$ cat src/rtl/game_pkg.sv
// Shared constants for the RPG engine.
//   - DefaultCntW: default width of the tick-clock divider counter.
//   - tile_e:      tile IDs stored in the map memory.
//   - MapW/MapH/MapCells: map geometry.
package game_pkg;

    localparam int unsigned DefaultCntW = 16;

    typedef enum logic [2:0] {
        TileUnknown  = 3'd0,
        TileCurrent  = 3'd1,
        TileEntrance = 3'd2,
        TileExit     = 3'd3,
        TileBlank    = 3'd4,
        TileWall     = 3'd5,
        TileEnemy    = 3'd6
    } tile_e;

    localparam int unsigned MapW     = 20;
    localparam int unsigned MapH     = 20;
    localparam int unsigned MapCells = MapW * MapH;

    // Tiles the player may step onto.
    function automatic logic is_walkable(input tile_e tile);
        return (tile == TileBlank) || (tile == TileEntrance) || (tile == TileExit);
    endfunction

endpackage

$ cat src/rtl/game_tick_clock.sv
// Tick-clock generator: divides clk into a 50% duty step clock and emits a one-cycle
// tick in the cycle the step clock rises.
// Ports:
//   clk           system clock, rising edge
//   rst           synchronous active-high reset
//   enable_i      run enable; low parks clk_o low and clears the counter
//   half_period_i requested half-period in clk cycles; 0 selects DEFAULT_HALF
//   clk_o         divided step clock (registered)
//   tick_o        one-cycle pulse coincident with clk_o rising (registered)
//   count_o       current divider count
module game_tick_clock
    import game_pkg::*;
#(
    parameter int unsigned            CNT_W        = DefaultCntW,
    parameter logic [CNT_W-1:0]       DEFAULT_HALF = CNT_W'(1)
) (
    input  logic             clk,
    input  logic             rst,
    input  logic             enable_i,
    input  logic [CNT_W-1:0] half_period_i,
    output logic             clk_o,
    output logic             tick_o,
    output logic [CNT_W-1:0] count_o
);

    logic [CNT_W-1:0] shadow_q, shadow_d;
    logic [CNT_W-1:0] count_q, count_d;
    logic             clk_q, clk_d;
    logic             tick_q, tick_d;
    logic [CNT_W-1:0] half_sel;
    logic             wrap;

    // A zero request falls back to the default so the shadow is never 0.
    assign half_sel = (half_period_i == '0) ? DEFAULT_HALF : half_period_i;
    assign wrap     = (count_q == (shadow_q - CNT_W'(1)));

    always_comb begin
        shadow_d = shadow_q;
        count_d  = count_q;
        clk_d    = clk_q;
        tick_d   = 1'b0;
        if (!enable_i) begin
            count_d  = '0;
            clk_d    = 1'b0;
            shadow_d = half_sel;
        end else if (wrap) begin
            // Reload only at the phase boundary so a running phase keeps its length.
            count_d  = '0;
            clk_d    = ~clk_q;
            tick_d   = ~clk_q;
            shadow_d = half_sel;
        end else begin
            count_d = count_q + CNT_W'(1);
        end
    end

    always_ff @(posedge clk) begin
        if (rst) begin
            shadow_q <= DEFAULT_HALF;
            count_q  <= '0;
            clk_q    <= 1'b0;
            tick_q   <= 1'b0;
        end else begin
            shadow_q <= shadow_d;
            count_q  <= count_d;
            clk_q    <= clk_d;
            tick_q   <= tick_d;
        end
    end

    assign clk_o   = clk_q;
    assign tick_o  = tick_q;
    assign count_o = count_q;

endmodule

$ cat config.mk
export PLATFORM = sky130hd
export DESIGN_NAME = game_tick_clock
export DESIGN_NICKNAME = d
export VERILOG_FILES = /design/src/rtl/game_pkg.sv /design/src/rtl/game_tick_clock.sv
export SDC_FILE = /design/constraint.sdc
export NUM_CORES = 1
export LEC_CHECK = 0
export BUFFER_PORTS_ARGS = -buffer_cell sky130_fd_sc_hd__buf_2
export CAP_MARGIN = 20
export CELL_PAD_IN_SITES_DETAIL_PLACEMENT = 1
export CELL_PAD_IN_SITES_GLOBAL_PLACEMENT = 2
export CORE_UTILIZATION = 29
export CTS_BUF_LIST = sky130_fd_sc_hd__clkbuf_16
export DETAILED_ROUTE_END_ITERATION = 10
export GPL_TIMING_DRIVEN = 1
export PLACE_DENSITY_LB_ADDON = 0.05
export SYNTH_ARGS = -nofsm -noshare
export SYNTH_HDL_FRONTEND = slang
export SYNTH_SLANG_ARGS = --single-unit
$ cat constraint.sdc
create_clock -name clk -period 2.9 [get_ports clk]
set_clock_uncertainty 0.1 [all_clocks]
set_input_delay 0.435 -clock clk [delete_from_list [all_inputs] [get_ports clk]]
set_output_delay 0.435 -clock clk [all_outputs]
set_load 0.02 [all_outputs]
# Yosys cells after proc, flatten, opt, wreduce, memory -nomap -nowiden
# Index checks and enable logic that the tools add are counted.
# word_totals
register_bits	34
inputBits	19
output_inout_bits	18
elab_cells	18
# op_classes
addsub	2
eq_ne	2
n_mux	3
bitwise	3
reduce_logical	4
# op_table
cell	n
16-bit 2-to-1 mux	3
16-bit by 1-bit adder with 16-bit output, second input constant	1
16-bit equality test	1
16-bit logical NOT	1
16-bit by 1-bit subtractor with 16-bit output, second input constant	1
3-bit OR reduction	2
1-bit inverter	3
2-bit by 1-bit inequality test with 1-bit output, second input constant	1
2-bit OR reduction	1

# Longest topological paths before layout
# depth
ltp_word	4
ltp_mapped	12

# Worst setup path before layout
# OpenSTA, ideal clock, no wires.
# synth_path
path_type	reg2reg
startpoint	register shadow_q[2]
endpoint	register count_q[0], in the netlist count_o[0]
arrival_time_ns	2.487
t_required_ns	2.671
path_slack_ns	0.184
path_stages_with_launch	10
n_path_buf	2
synth_period_minus_slack_ns	2.716
cell_sequence	dfxtp_1 -> or3_1 -> or3_1 -> a2111oi_2 -> o2111ai_1 -> or4_4 -> nand2b_1 -> buf_6 -> buf_6 -> nor2_1
# synth_between
elab_chain_len	3
# synth_rtl
item	line_no	rtl
start, declared	game_tick_clock.sv:26	logic [CNT_W-1:0] shadow_q, shadow_d;
start signal, assigned	game_tick_clock.sv:64	shadow_q <= shadow_d;
16-bit by 1-bit subtractor with 16-bit output	game_tick_clock.sv:35	assign wrap = (count_q == (shadow_q - CNT_W'(1)));
16-bit equality test	game_tick_clock.sv:35	
3-bit OR reduction (no line)	--	
end signal, assigned	game_tick_clock.sv:65	count_q <= count_d;
end, declared	game_tick_clock.sv:27	logic [CNT_W-1:0] count_q, count_d;
# No other way between the ends.
# A chain may end at the register's enable or synchronous reset.

# Worst setup path in the final report
# layout_path
startpoint	register shadow_q[4]
endpoint	register count_q[7], in the netlist count_o[7]
# Same word-level chain as after synthesis.

==> metrics list <==
* Outcome: finished with violations
* Syn_nets: 248
- In this run, distinct cell masters in the synthesized netlist total 40.
- Of the cells placed in the final design, the portion with a size suffix greater than 1 is between 20% and 30%.
- Data on the critical path is required at its endpoint by 2970 ps.
- Latest clock arrival within the worst-skew pair: about 270 ps
* Top fanout value on the critical path: 16
- Across the run, the number of max-cap violations was 0.
- The final route contains about 1,700 vias.
* Number of port buffers: 36
- In the routed layout, each cell is associated on average with a via count of ~4.9.
- After synthesis, flip-flops and latches occupy between 30% and 40% of the total area.
- Once detail routing completed, the nets flagged for antenna violations numbered 0.
- In the finished design, the share of the clock period the worst path needs comes to a little over nine tenths.
* Synthesized flop and latch total: 34
- Wire length of the first global-routing pass: roughly 8500 um
- Counting instances in the post-synthesis netlist gives the leading cell types as sky130_fd_sc_hd__dfxtp_1, sky130_fd_sc_hd__nand2b_1, sky130_fd_sc_hd__nor2_1.
* Static leakage: about 1.1 nW
- Core Area: roughly 6800 um^2
- Setup CP Type: flip-flop to flip-flop
- Cells along the critical path: or3_1 > or3_1 > a2111oi_2 > o2111ai_1 > or4_4 > nand2b_1 > buf_12 > nor2_1
- Hold bufs inserted after CTS: 0
- Post-route worst setup slack: between 150 and 200 ps
- CTS saw 34 sinks.
- The routed design has between 5000 and 6000 um of wire.
- Initial drt markers: 56
- Library cell appearing most often on the critical path: sky130_fd_sc_hd__or3_1
* Relative slew margins: between 70% and 80%
* TritonCTS clock tree: yes
- The filler cells instantiated in the layout total between 800 and 900.
- Number of search-and-repair iterations in the first detailed-routing pass: 7
- The clock tree synthesis step divided the H-tree into 2 levels.
* Worst min path class: input pin to flip-flop
- Total power divided by cell area: 488 nW/um^2
- Category of cells accounting for the largest share of critical-path delay: simple AND/OR/NAND/NOR gates
* Failing checks: DRC
- Tightest Pin Transition: about 400 ps
* Synth area leader: sky130_fd_sc_hd__dfxtp_1
- Share of the synthesized area in the top cell type: 33.7%
* Post-route total power: approximately 1.2 mW
- Horizontal extent of the die: 85.4 um
* Worst setup EP type: flip-flop
* Yosys warning count: 0
* Worst-path clk slew: approximately 50 ps
* Proportion of synthesized flip-flops having asynchronous set or reset: 0%
- The floorplan step defined a die boundary enclosing approximately 7300 um^2.
* RePlAce Congestion: roughly 0.76
- Tot GR Track Use: between 10% and 20%
- The clock passes through at most 2 buffers.
- After synthesis, the cell types taking the most area are sky130_fd_sc_hd__dfxtp_1, sky130_fd_sc_hd__nand2b_1, sky130_fd_sc_hd__xnor2_1, sky130_fd_sc_hd__mux2i_1, sky130_fd_sc_hd__xor2_1.
- Min Tclk post-route: 2730 ps
- IR analysis of the VDD net gives a maximum drop of 0.222 mV.
- Number of primary I/O pins: 37
- The number of antenna diodes in the final layout is 0.
- For this run, design rule violations remaining after detail routing come to 1.
* Global route total overflow: 0
* Standard cell with the maximum stage delay on the critical path: sky130_fd_sc_hd__or4_4
- Together, buffers and inverters on the worst path number 1.
- After synthesis, the mean cell area works out to 8.89 um^2.
- Arr. time, crit path: approximately 2800 ps
- Root Buffer: sky130_fd_sc_hd__clkbuf_16
* Synthesis-to-finish area growth: 22.4%
- The number of pins with negative max-slew slack in the final report came to 0.
- The via count of the first global-routing pass came to roughly 1,700.
- Setup violations remaining at the end of the flow were counted as 0.
* Final worst hold slack: 335 ps
- Synth Flop Type: sky130_fd_sc_hd__dfxtp_1
* Inserted Clock Buffers: 5
- For this run, the post-layout net count is slightly below 300.
- Once detailed placement completed, the half-perimeter wirelength came to 3850 um.
- Post-synthesis instance area: 2020 um^2
- Post-CTS setup repair buffer count: 0
- The largest single stage delay on the critical path is roughly 530 ps.
- Max Clock Freq: between 0.3 and 0.4 GHz
- Antenna violations before repair: 0
* Most repeated cell in the gate-level netlist after synthesis: sky130_fd_sc_hd__dfxtp_1
* WL per Instance: approximately 15 um
- Before CTS, the worst setup slack after placement is 101 ps.
- Number of endpoints with negative hold slack in the final report: 0
* Initial core utilization: about 30%
* Number of flops mapped to enable cells by yosys: 0
* Die extent in y: around 85 um
* Kind of launch point of the worst setup path: flip-flop
- Post-Syn Instances: about 230
- In this run the core area contains 30 standard-cell rows.
- Entering global routing, the biggest net connects 34 pins.
-- flip-flops by register name (all words and copies together), names as in the netlist --
name and flops:
clk_o 1, count_o 16, shadow_q 16, tick_o 1
-- metrics by stage --
step	util, %	setup TNS, ps	cell area, um^2	instances
CTS	36.3	0	2450	351
global route	36.6	-0.179	2470	352
floorplan	-	0	2020	227
finish	36.6	0	2470	352
detailed placement	34.4	0	2320	344
global placement	34.4	0	2320	344
-- metal layers --
metal	share of wire, %	vias up	global-route usage, %
met4	0.95	0	4.55
met3	3.5	5	3.31
met1	51	829	20.9
met2	44	26	23.2
met5	0	-	0
li1	-	863	-
-- worst paths after layout --
kind / from / slack, ps / cells past startpoint / to
setup / recovery: shadow_q[4] / 170 / 8 / count_o[7]
setup reg to reg: shadow_q[4] / 170 / 8 / count_o[7]
hold reg to reg: clk_o / 390 / 1 / tick_o
hold / removal: half_period_i[15] / 340 / 3 / shadow_q[15]
-- where the power goes --
group          switching (mW)  internal (mW)  total [mW]  leakage, nW
Sequential             0.0227          0.486       0.508        0.277
Combinational           0.100          0.101       0.201        0.706
Clock                   0.189          0.307       0.496       0.0723
-- tightest hold or removal path, stage by stage --
cell	delay [ps]
sky130_fd_sc_hd__buf_2	100
sky130_fd_sc_hd__nand2b_1	60
sky130_fd_sc_hd__mux2i_1	60
-- timing repair --
action | in CTS | in global routing
setup endpoints to repair | 0 | 32
resized for setup | 0 | 1
endpoints found under the hold margin | 0 | 0
-- area by class of cell --
type	instances	area (um^2)	area share [%]
multi-input cells	181	1270	51.6
flip-flops and latches	34	681	27.5
repair buffers	46	268	10.8
clock buffers	5	125	5.06
well taps	80	100	4.05
inverters	4	15.0	0.608
clock inverters	2	7.51	0.304
-- cells by family (layout without fill, tap and decap cells) --
family	after synthesis	in the layout	synth area share (%)
adders and majority gates	2	2	1.24
DFF	34	34	33.7
buffers and inverters	13	57	3.97
and+or+nand+nor	111	112	30.8
xor gates and xnor gates	36	36	16.4
AOI/OAI and AO/OA	15	15	5.95
muxes	16	16	7.94
-- cells in the final DEF, fill, tap and decap left out, drive strengths merged --
| master | Yosys | routed |
|---|---|---|
| a2111oi | 1 | 1 |
| a211o | 1 | 1 |
| a211oi | 1 | 1 |
| a21oi | 1 | 1 |
| a221o | 1 | 1 |
| a311oi | 1 | 1 |
| a31oi | 2 | 2 |
| and2 | 1 | 1 |
| and3 | 7 | 7 |
| buf | 3 | 46 |
| clkbuf | 6 | 5 |
| dfxtp | 34 | 34 |
| ha | 2 | 2 |
| inv | 4 | 6 |
| mux2i | 16 | 16 |
| nand2 | 7 | 8 |
| nand2b | 32 | 32 |
| nand3 | 9 | 9 |
| nand4 | 1 | 1 |
| nand4b | 2 | 2 |
| nor2 | 28 | 28 |
| nor2b | 2 | 2 |
| nor3 | 6 | 6 |
| nor3b | 2 | 2 |
| nor4 | 5 | 5 |
| o2111a | 1 | 1 |
| o2111ai | 1 | 1 |
| o211ai | 1 | 1 |
| o21ai | 2 | 2 |
| o31ai | 2 | 2 |
| or2 | 1 | 1 |
| or2b | 1 | 1 |
| or3 | 3 | 3 |
| or4 | 4 | 4 |
| xnor2 | 19 | 19 |
| xor2 | 16 | 16 |
| xor3 | 1 | 1 |
Power figures use the tool's default switching activity.
